**config.mk**
```make
export PLATFORM = sky130hd
export DESIGN_NAME = stone_renderer
export DESIGN_NICKNAME = d
export VERILOG_FILES = /design/src/rtl/stone_renderer.sv
export SDC_FILE = /design/constraint.sdc
export NUM_CORES = 1
export LEC_CHECK = 0
export ABC_CLOCK_PERIOD_IN_PS = 8500
export BUFFER_PORTS_ARGS = -buffer_cell sky130_fd_sc_hd__buf_4
export CAP_MARGIN = 20
export CORE_MARGIN = 2
export CORE_UTILIZATION = 59
export DETAILED_ROUTE_END_ITERATION = 10
export HOLD_SLACK_MARGIN = 0.08
export PLACE_DENSITY = 0.85
export SYNTH_ARGS = -nofsm -noshare
export SYNTH_HDL_FRONTEND = slang
export SYNTH_SLANG_ARGS = --single-unit
```
**constraint.sdc**
```tcl
create_clock -name clock -period 8.5 [get_ports clock]
set_clock_uncertainty 0.05 [all_clocks]
set_input_delay 0.85 -clock clock [delete_from_list [all_inputs] [get_ports clock]]
set_output_delay 0.85 -clock clock [all_outputs]
set_load 0.05 [all_outputs]
```
**src/rtl/stone_renderer.sv**
```systemverilog
// Walks stone RAM entries 0..quantity-1 each frame tick and rasterises visible stones as SPRITE^2 squares, one pixel/cycle.
// Per entry: 4 cycles if skipped, 4+SPRITE^2 if drawn; STONE_ERASE_EN also draws invisible entries in BG_COLOUR.
module stone_renderer #(
  parameter int         SPRITE    = 16,
  parameter int         SCREEN_W  = 320,
  parameter int         SCREEN_H  = 240,
  parameter logic [2:0] C_STONE   = 3'b111,
  parameter logic [2:0] C_GOLD    = 3'b110,
  parameter logic [2:0] C_DIAMOND = 3'b011,
  parameter logic [2:0] BG_COLOUR = 3'b000
) (
  input  logic        clock,
  input  logic        resetn,
  input  logic        start,
  input  logic [3:0]  quantity,
  input  logic [31:0] data,
  output logic        draw_stone_flag,
  output logic [3:0]  draw_index,
  output logic [8:0]  x,
  output logic [7:0]  y,
  output logic [2:0]  colour,
  output logic        plot,
  output logic        busy,
  output logic        done
);
  localparam int PW = $clog2(SPRITE);
  localparam logic [PW-1:0] P_ONE = PW'(1);
  localparam logic [PW-1:0] P_MAX = PW'(SPRITE - 1);

  typedef enum logic [2:0] {S_IDLE, S_ADDR, S_WAIT, S_LATCH, S_DRAW, S_NEXT, S_FIN} state_t;

  state_t        r_state;
  logic [3:0]    r_qty;
  logic [3:0]    r_index;
  logic [8:0]    r_ex;
  logic [7:0]    r_ey;
  logic [PW-1:0] r_px;
  logic [PW-1:0] r_py;
  logic          r_flag;
  logic          r_busy;
  logic          r_done;
  logic          r_plot;
  logic [8:0]    r_x;
  logic [7:0]    r_y;
  logic [2:0]    r_colour;

  function automatic logic [2:0] type_colour(input logic [1:0] t);
    case (t)
      2'b00:   type_colour = C_STONE;
      2'b01:   type_colour = C_GOLD;
      default: type_colour = C_DIAMOND;
    endcase
  endfunction

  logic       w_latch;
  logic       w_draw_entry;
  logic [2:0] w_col;
  assign w_latch = (r_state == S_LATCH);

`ifdef STONE_ERASE_EN
  assign w_draw_entry = 1'b1;
  assign w_col        = data[1] ? type_colour(data[3:2]) : BG_COLOUR;
`else
  assign w_draw_entry = data[1];
  assign w_col        = type_colour(data[3:2]);
`endif

  // Next pixel offset: origin when entering DRAW, raster-scan successor otherwise.
  logic [PW-1:0] w_npx;
  logic [PW-1:0] w_npy;
  always_comb begin
    w_npx = '0;
    w_npy = '0;
    if (!w_latch) begin
      w_npx = r_px + P_ONE;
      w_npy = (r_px == P_MAX) ? r_py + P_ONE : r_py;
    end
  end

  logic [8:0] w_bx;
  logic [7:0] w_by;
  logic [9:0] w_sx;
  logic [9:0] w_sy;
  logic       w_on;
  logic       w_last;
  assign w_bx   = w_latch ? data[31:23] : r_ex;
  assign w_by   = w_latch ? data[18:11] : r_ey;
  assign w_sx   = {1'b0, w_bx} + 10'(w_npx);
  assign w_sy   = {2'b0, w_by} + 10'(w_npy);
  assign w_on   = (w_sx < 10'(SCREEN_W)) && (w_sy < 10'(SCREEN_H));
  assign w_last = (r_px == P_MAX) && (r_py == P_MAX);

  logic w_unused;
  assign w_unused = ^{data[22:19], data[10:4], data[0]};

  always_ff @(posedge clock or negedge resetn) begin
    if (!resetn) begin
      r_state  <= S_IDLE;
      r_qty    <= '0;
      r_index  <= '0;
      r_ex     <= '0;
      r_ey     <= '0;
      r_px     <= '0;
      r_py     <= '0;
      r_flag   <= 1'b0;
      r_busy   <= 1'b0;
      r_done   <= 1'b0;
      r_plot   <= 1'b0;
      r_x      <= '0;
      r_y      <= '0;
      r_colour <= '0;
    end else begin
      case (r_state)
        S_IDLE: begin
          if (start) begin
            r_busy  <= 1'b1;
            r_flag  <= 1'b1;
            r_qty   <= quantity;
            r_index <= '0;
            if (quantity == 4'd0) begin
              r_done  <= 1'b1;
              r_state <= S_FIN;
            end else begin
              r_state <= S_ADDR;
            end
          end
        end
        S_ADDR: r_state <= S_WAIT;
        S_WAIT: r_state <= S_LATCH;
        S_LATCH: begin
          r_ex <= data[31:23];
          r_ey <= data[18:11];
          if (w_draw_entry) begin
            r_px     <= '0;
            r_py     <= '0;
            r_x      <= w_sx[8:0];
            r_y      <= w_sy[7:0];
            r_plot   <= w_on;
            r_colour <= w_col;
            r_state  <= S_DRAW;
          end else begin
            r_state <= S_NEXT;
          end
        end
        S_DRAW: begin
          if (w_last) begin
            r_plot  <= 1'b0;
            r_state <= S_NEXT;
          end else begin
            r_px   <= w_npx;
            r_py   <= w_npy;
            r_x    <= w_sx[8:0];
            r_y    <= w_sy[7:0];
            r_plot <= w_on;
          end
        end
        S_NEXT: begin
          if (r_index == r_qty - 4'd1) begin
            r_done  <= 1'b1;
            r_state <= S_FIN;
          end else begin
            r_index <= r_index + 4'd1;
            r_state <= S_ADDR;
          end
        end
        S_FIN: begin
          r_done  <= 1'b0;
          r_busy  <= 1'b0;
          r_flag  <= 1'b0;
          r_state <= S_IDLE;
        end
        default: r_state <= S_IDLE;
      endcase
    end
  end

  assign draw_stone_flag = r_flag;
  assign draw_index      = r_index;
  assign x               = r_x;
  assign y               = r_y;
  assign colour          = r_colour;
  assign plot            = r_plot;
  assign busy            = r_busy;
  assign done            = r_done;
endmodule

```
---- Word level (Yosys, flattened, before mapping) ----
Index checks and enable logic that the tools add are counted.
W data, S select, Z words.
storage, ports and cells
  latch bits .............................. 0
  flip-flop bits (word level) ............. 59
  bits in writable memories ............... 0
  bits in read-only memories .............. 0
  memories ................................ 0
cells by class
  equality and inequality tests ........... 17
  reduce and logical (&&, ||, !) cells .... 17
  multiplexer cells ....................... 35
  shift operators ......................... 0
  divide/modulo/power cells ............... 0
  multipliers ............................. 0
  bitwise gates (word level) .............. 0
  order comparisons ....................... 2
  add/subtract/negate cells ............... 6
operators with widths
  kind                   number
  $mux W4                8
  $mux W9                3
  $mux W8                3
  $pmux W4 S2            3
  $pmux W3 S6            1
  $pmux W9 S2            1
  $pmux W8 S2            1
  $ne A2 B2 Y1 const B   7
  $add A4 B1 Y4 const B  3
  $mux W3                4
  $add A9 B4 Y10         1
  $lt A10 B9 Y1 const B  1
  $reduce_and A2 Y1      5
  $add A8 B4 Y9          1
  $eq A3 B3 Y1 const B   3
  $lt A9 B8 Y1 const B   1
  $eq A4 B4 Y1 const B   2
  $mux W1                7
  $eq A3 B2 Y1 const B   2
  $pmux W3 S2            1
  $reduce_and A3 Y1      2
  $reduce_bool A2 Y1     3
  $eq A4 B4 Y1           1
  $logic_not A4 Y1       1
  10 further kinds       12

---- Depth between registers and ports, before layout ----
Gate-level depths: netlist (run 1).
  depth after elaboration ................. 8
  mapped depth ............................ 15
  mapped depth without buffers ............ 12

---- Worst setup path before layout (run 1) ----
OpenSTA, ideal clock, no wires.
  path kind ............................... register -> register
  start point ............................. reg r_state[1]
  end point ............................... reg r_plot, in the netlist plot
  clock period less this slack ............ 3,241 ps
  arrival time ............................ 3,061 ps
  setup slack ............................. 5,259 ps
  stages on the path, launching flop included .. 16
  buffers on the path ..................... 3
  setup time .............................. 130 ps
  cells stage by stage .................... dfrtp_1 and3b_1 buf_4 clkbuf_1 buf_1 nand2_1 nand2_1 ha_1 inv_1 fa_1 nor2b_1 o21ai_0 a21oi_1 nor3_1 a311oi_1 o31ai_2
between the ends
  word-level cells in the longest chain between the ends .. 7
RTL lines
  what                        RTL line  text
  start, declared             32        state_t r_state;
  start signal, assigned      98        r_state <= S_IDLE;
  start signal, assigned      122       r_state <= S_FIN;
  start signal, assigned      124       r_state <= S_ADDR;
  $eq A3 B2 Y1 (*)            58        assign w_latch = (r_state == S_LATCH);
  $mux W9 (*)                 -
  named net w_bx[0]           80        logic [8:0] w_bx;
  $add A9 B4 Y10 (*)          88        assign w_sx = {1'b0, w_bx} + 10'(w_npx);
  $lt A10 B9 Y1 (*)           90        assign w_on = (w_sx < 10'(SCREEN_W)) && (w_sy < 10'(SCREEN_H));
  $logic_and A1 B1 Y1 (*)     90
  $mux W1 (on tied branches)  146, 133
  $pmux W1 S2 (*)             113       case (r_state)
  end signal, assigned        138       r_plot <= w_on;
  end signal, assigned        154       r_plot <= w_on;
  end, declared               42        logic r_plot;
Mark *: on every way through the listed nets, which the timed path passes. The rest lies on a longest branch. The select of a mux whose other input is x is not followed.
A chain may end at the register's enable or synchronous reset.

---- Worst setup path in the final report (run 1) ----
  start point ............................. reg r_state[0]
  end point ............................... reg r_plot, in the netlist plot
Same word-level chain as after synthesis.

==> out/metrics.cfg, run 1 <==
[clock_network]
cts_buffers = 9
cts-resized-gates = 0
clk_latency_ns = 0.33
cts_setup_buffers = 0
root_buffer = clkbuf_8
clkSinkCount = 59
cts_tree = yes
hold_buffers = 0
clkTransAtPathRegs_ns = 0.06
clockBufferDepth = 2
cts_max_level = 3

[power_and_ir_drop]
leakage_nw = 1.84
power_density_nw_per_um2 = 417
ir_drop_v = 0.000226
power_mw = 1.59

[logic_synthesis]
synth_area_leader_cell = dfrtp_1
ys_types = 51
synth_top_area_frac = 0.457
synth_area_sq_um = 3230
synth_edf_count = 0
ys_seq_area_frac = 0.457
synthArstFlopShare = 1.00
synth_area_leaders = dfrtp_1 (46%), nand2_1 (8.5%), ha_1 (4.6%), xnor2_1 (4.6%), a21oi_1 (2.2%)
ys.flop_type = dfrtp_1
ys_ff_latch = 59
syn_avg_cell_area_sq_um = 9.56
synthCells = 338
yosysWarnings = 0
syn_nets = 391

[timing]
worst_pin_slew_ns = 1.02
hold_viol = 0
rsz0062_at_grt = no
max_freq_mhz = 270
min_period_ns = 3.71
fin_hold_ws_ns = 0.429
finalMaxSlewViolations = 0
slew_headroom = 0.317
layout_setup_ws_ns = 4.79
setup_tns_ns = 0
setup_viol = 0
period_share = 0.436

[layout]
layout_common_cells = nand2_1 (73), dfrtp_1 (59), buf_4 (54), nor2_1 (18), xnor2_1 (17)
finish.instance_area_sq_um = 3800
final_cells = 463
final_common_cell = nand2_1
filler_cell_count = 416
fin_nets = 441
drive_gt1_frac = 0.204
syn2layout_area_growth_pct = 17.7
diodes = 0
final_util = 0.731

[floorplanning]
die_h_um = 78.0
die_width_um = 78.0
rows = 26
core_area_sq_um = 5200
io_pins = 67
start_util = 0.621
dieArea_sq_um = 6090

[status]
status = complete, no violations

[worst_setup_path]
setup.worst_path.end_class = flip-flop
crit_arrival_ns = 3.86
cp-start-kind = flip-flop
reg2reg_depth = 12
r2r-start = r_state[0]
crit_start = r_state[0]
critical_path_required_ns = 8.66
cp-endpoint = plot
critPathMaxFanout = 25
critPathKind = flip-flop to flip-flop
timing.rr.end = plot
ff2ff_setup_slack_ns = 4.79

[routing]
wl_mm = 6.68
vias = 2587
avgViaCountPerCell = 5.59
drc = 0
drt_first_pass_iters = 4
antenna_left = 0
wl_per_cell_um = 14.4
drt_iter0_drc = 159

[worst_hold_path]
hp-class = flip-flop to flip-flop

[global_routing]
grt_pass1_wl_mm = 11.5
grt_max_degree = 60
antenna_found_initial = 0
grt-ovfl-total = 0
grt_usage = 0.243
grt_pass1_vias = 2448

[placed_design]
place_area_sq_um = 3630
dp.cells = 447
detailedPlace.worstSlack_ns = 4.84
gp_congestion = 0.890
hpwl_mm = 4.82
portBuffers = 54

[job]
max_cap_violations = 0

-- sequential cells by signal, summed over array words and instances, names as in the netlist --
name,count
r_py,4
y,8
colour,3
r_qty,4
r_state,3
r_ey,8
r_px,4
plot,1
done,1
draw_index,4
x,9
r_ex,9
busy,1
-- synthesized netlist by cell type, types with 6 or more instances --
library cell  instances
inv_1                16
o21ai_0              10
nor2_1               18
xor2_1                6
nand2_1              73
xnor2_1              17
o21ai_1              13
a21oi_1              14
mux2i_1               7
dfrtp_1              59
nand3_1              12
ha_1                 12
-- layout make-up --
class / instances / area (sq um) / area share
inverter: 16 / 60.1 / 0.0158
timing repair buffer: 54 / 405 / 0.107
clock inverter: 2 / 10.0 / 0.00263
sequential: 59 / 1480 / 0.388
tap: 70 / 87.6 / 0.0230
clock buffer: 14 / 163 / 0.0428
multi-input combinational: 248 / 1600 / 0.421
-- where the power goes --
group,internal (mW),switching (mW),leakage [nW],total [mW]
Clock,0.121,0.104,0.0905,0.225
Combinational,0.312,0.555,1.03,0.867
Sequential,0.403,0.0922,0.722,0.495
Total,0.836,0.751,1.84,1.59
-- critical path, stage by stage (launching register included) --
cell,delay (ns)
dfrtp_1,0.56
and3b_1,0.90
nand2_1,0.11
nand2_1,0.12
ha_1,0.19
inv_1,0.06
fa_1,0.40
nor2b_1,0.12
o21ai_0,0.21
a21oi_1,0.35
nor3_1,0.07
a311oi_1,0.32
o31ai_2,0.11
-- layer usage --
| metal | global-route usage | wire, um |
|---|---|---|
| met1 | 0.334 | 2980 |
| met2 | 0.379 | 3250 |
| met3 | 0.0391 | 316 |
| met4 | 0.118 | 138 |
| met5 | 0 | 0 |
-- cells by family after synthesis --
kind of cell             Yosys count  synth area share
AND/OR/NAND/NOR                  130             0.185
AO/OA/AOI/OAI                     66             0.133
flip-flops                        59             0.457
buffers and inverters             31            0.0480
XOR/XNOR                          23            0.0623
multiplexers                      15            0.0561
adder cells (fa/ha/maj)           14            0.0588
-- worst min path at each step --
stage          startpoint        end  cells past startpoint
4_1_cts           r_ey[0]    r_ey[0]                      2
5_1_grt           r_ey[0]    r_ey[0]                      2
3_3_place_gp    colour[1]  colour[1]                      1
2_1_floorplan     r_ex[0]    r_ex[0]                      2
3_5_place_dp      r_ey[0]    r_ey[0]                      2
6_report          r_ey[0]    r_ey[0]                      2
No activity file was read; power rests on OpenSTA's default activity.
==> run 2: changes to the inputs <==
==> config.mk (replaced) <==
export PLATFORM = sky130hd
export DESIGN_NAME = stone_renderer
export DESIGN_NICKNAME = d
export VERILOG_FILES = /design/src/rtl/stone_renderer.sv
export SDC_FILE = /design/constraint.sdc
export NUM_CORES = 1
export LEC_CHECK = 0
export ABC_CLOCK_PERIOD_IN_PS = 3000
export BUFFER_PORTS_ARGS = -buffer_cell sky130_fd_sc_hd__buf_4
export CAP_MARGIN = 20
export CORE_MARGIN = 2
export CORE_UTILIZATION = 50
export DETAILED_ROUTE_END_ITERATION = 10
export HOLD_SLACK_MARGIN = 0.08
export PLACE_DENSITY = 0.77
export SYNTH_ARGS = -nofsm -noshare
export SYNTH_HDL_FRONTEND = slang
export SYNTH_SLANG_ARGS = --single-unit
==> constraint.sdc (replaced) <==
create_clock -name clock -period 3 [get_ports clock]
set_clock_uncertainty 0.05 [all_clocks]
set_input_delay 0.3 -clock clock [delete_from_list [all_inputs] [get_ports clock]]
set_output_delay 0.3 -clock clock [all_outputs]
set_load 0.05 [all_outputs]
==> run 2 against run 1 <==
  * Sequential cell count unchanged
  * Total power rose to 2.9 times the previous value
  * Critical path depth unchanged
  * Cell count up 5.2%
  * Maximum frequency up 30%
  * Final area up 4.2%
  * Via count up 2.6%
  * Core utilization down 10 points
  * Routed wire length up 5.6%
  * First-iteration DRC count down 14%
  * Clock power rose to 2.7 times the previous value
  * Critical endpoint unchanged
  * Highest routed layer unchanged
==> out/metrics.cfg, run 2 (synthesis results as in run 1) <==
[worst_setup_path]
cp_slowest_stage_delay_ns = 0.43
crit_chain = ha_1 -> and3_2 -> xnor2_1 -> nor2_1 -> ha_1 -> fa_1 -> a21o_1 -> a21oi_4 -> nor3_1 -> a31oi_1 -> nor3_1 -> o31ai_2
critical_path_required_ns = 3.20
cp-start-kind = flip-flop
crit_family = adder cells
r2r-start = r_px[0]
slowest_stage = fa_1
setup.worst_path.end_class = flip-flop
crit_start = r_px[0]
path_buf_inv = 0
critPathMaxFanout = 5
crit_arrival_ns = 3.05
critPathKind = flip-flop to flip-flop
timing.rr.end = plot
ff2ff_setup_slack_ns = 0.16
reg2reg_depth = 12

[clock_network]
cts_setup_buffers = 0
clkSinkCount = 59
clkTransAtPathRegs_ns = 0.07
cts_buffers = 9
clockBufferDepth = 2
cts_max_level = 3
root_buffer = clkbuf_8
clk_latency_ns = 0.34
cts_tree = yes

[global_routing]
grt-ovfl-total = 0
grt_max_degree = 60
grt_pass1_vias = 2563
grt_pass1_wl_mm = 12.0
grt_usage = 0.210
antenna_found_initial = 0

[layout]
diodes = 0
fin_nets = 458
multi_input_area_sq_um = 1620
final_common_cell = nand2_1
filler_cell_count = 563
regArea_sq_um = 1480
syn2layout_area_growth_pct = 22.6
drive_gt1_frac = 0.251
layout_common_cells = nand2_1 (73), buf_4 (69), dfrtp_1 (58), nor2_1 (18), xnor2_1 (17)
final_util = 0.628

[worst_hold_path]
hold_start = data[3]
hp-class = primary input to flip-flop
min_path_cells = 2
hold_end = colour[2]

[timing]
worst_pin_slew_ns = 0.765
min_period_ns = 2.84
fin_hold_ws_ns = 0.123
period_share = 0.948
setup_tns_ns = 0
setup_viol = 0
max_freq_mhz = 352
hold_viol = 0
layout_setup_ws_ns = 0.155
rsz0062_at_grt = no
finalMaxSlewViolations = 0
slew_headroom = 0.490

[job]
max_cap_violations = 0

[routing]
wl_mm = 7.05
drt_first_pass_iters = 4
vias = 2653
antenna_left = 0
drc = 0
drt_iter0_drc = 137
avgViaCountPerCell = 5.45
wl_per_cell_um = 14.5

[power_and_ir_drop]
ir_drop_v = 0.000773
leakage_nw = 1.92
power_density_nw_per_um2 = 1170

[placed_design]
portBuffers = 54
detailedPlace.worstSlack_ns = 0.0538
gp_congestion = 0.841
hpwl_mm = 5.05

[floorplanning]
io_pins = 67
rows = 29
core_area_sq_um = 6310
dieArea_sq_um = 7120
start_util = 0.512
die_width_um = 84.4
die_h_um = 84.4

[status]
status = complete, no violations

[run 2: layer usage]
metal,up-vias,share of wire,wire (um),GRT usage
met3,13,0.042,295,0.0393
met4,0,0.020,139,0.0924
met2,67,0.47,3300,0.328
li1,1283,-,-,-
met1,1290,0.47,3310,0.288
met5,-,0,0,0
[run 2: report_power, final]
group	internal (mW)	total, mW	switching [mW]
logic	0.991	2.65	1.66
registers	1.14	1.36	0.219
clock network	0.292	0.607	0.315
[run 2: how the worst max path moves through the flow]
stage	endpoint	slack (ns)	cells past startpoint
2_1_floorplan	plot	0.03	15
3_3_place_gp	plot	0.11	11
3_5_place_dp	plot	0.05	12
4_1_cts	plot	0.03	12
5_1_grt	plot	0.01	13
6_report	plot	0.16	12
[run 2: cell type report]
cell class	instances	share of cell area
flip-flops and latches	59	0.373
repair buffers	71	0.138
well taps	77	0.0243
clock buffers	10	0.0322
multi-input cells	248	0.409
inverters	16	0.0152
clock inverters	6	0.00821
[run 2: per-stage QoR]
stage | instances | total power [mW] | instance area (sq um)
CTS | 487 | 4.64 | 3940
finish | 487 | 4.62 | 3960
detailed placement | 470 | 3.99 | 3770
global placement | 470 | 3.93 | 3770
global route | 487 | 4.95 | 3960
floorplan | 338 | 3.31 | 3240
[run 2: timing repair]
item / CTS / global route
endpoints found under the setup margin: 0 / 4
hold buffers: 1 / 0
resized for setup: 0 / 7
endpoints found under the hold margin: 59 / 0
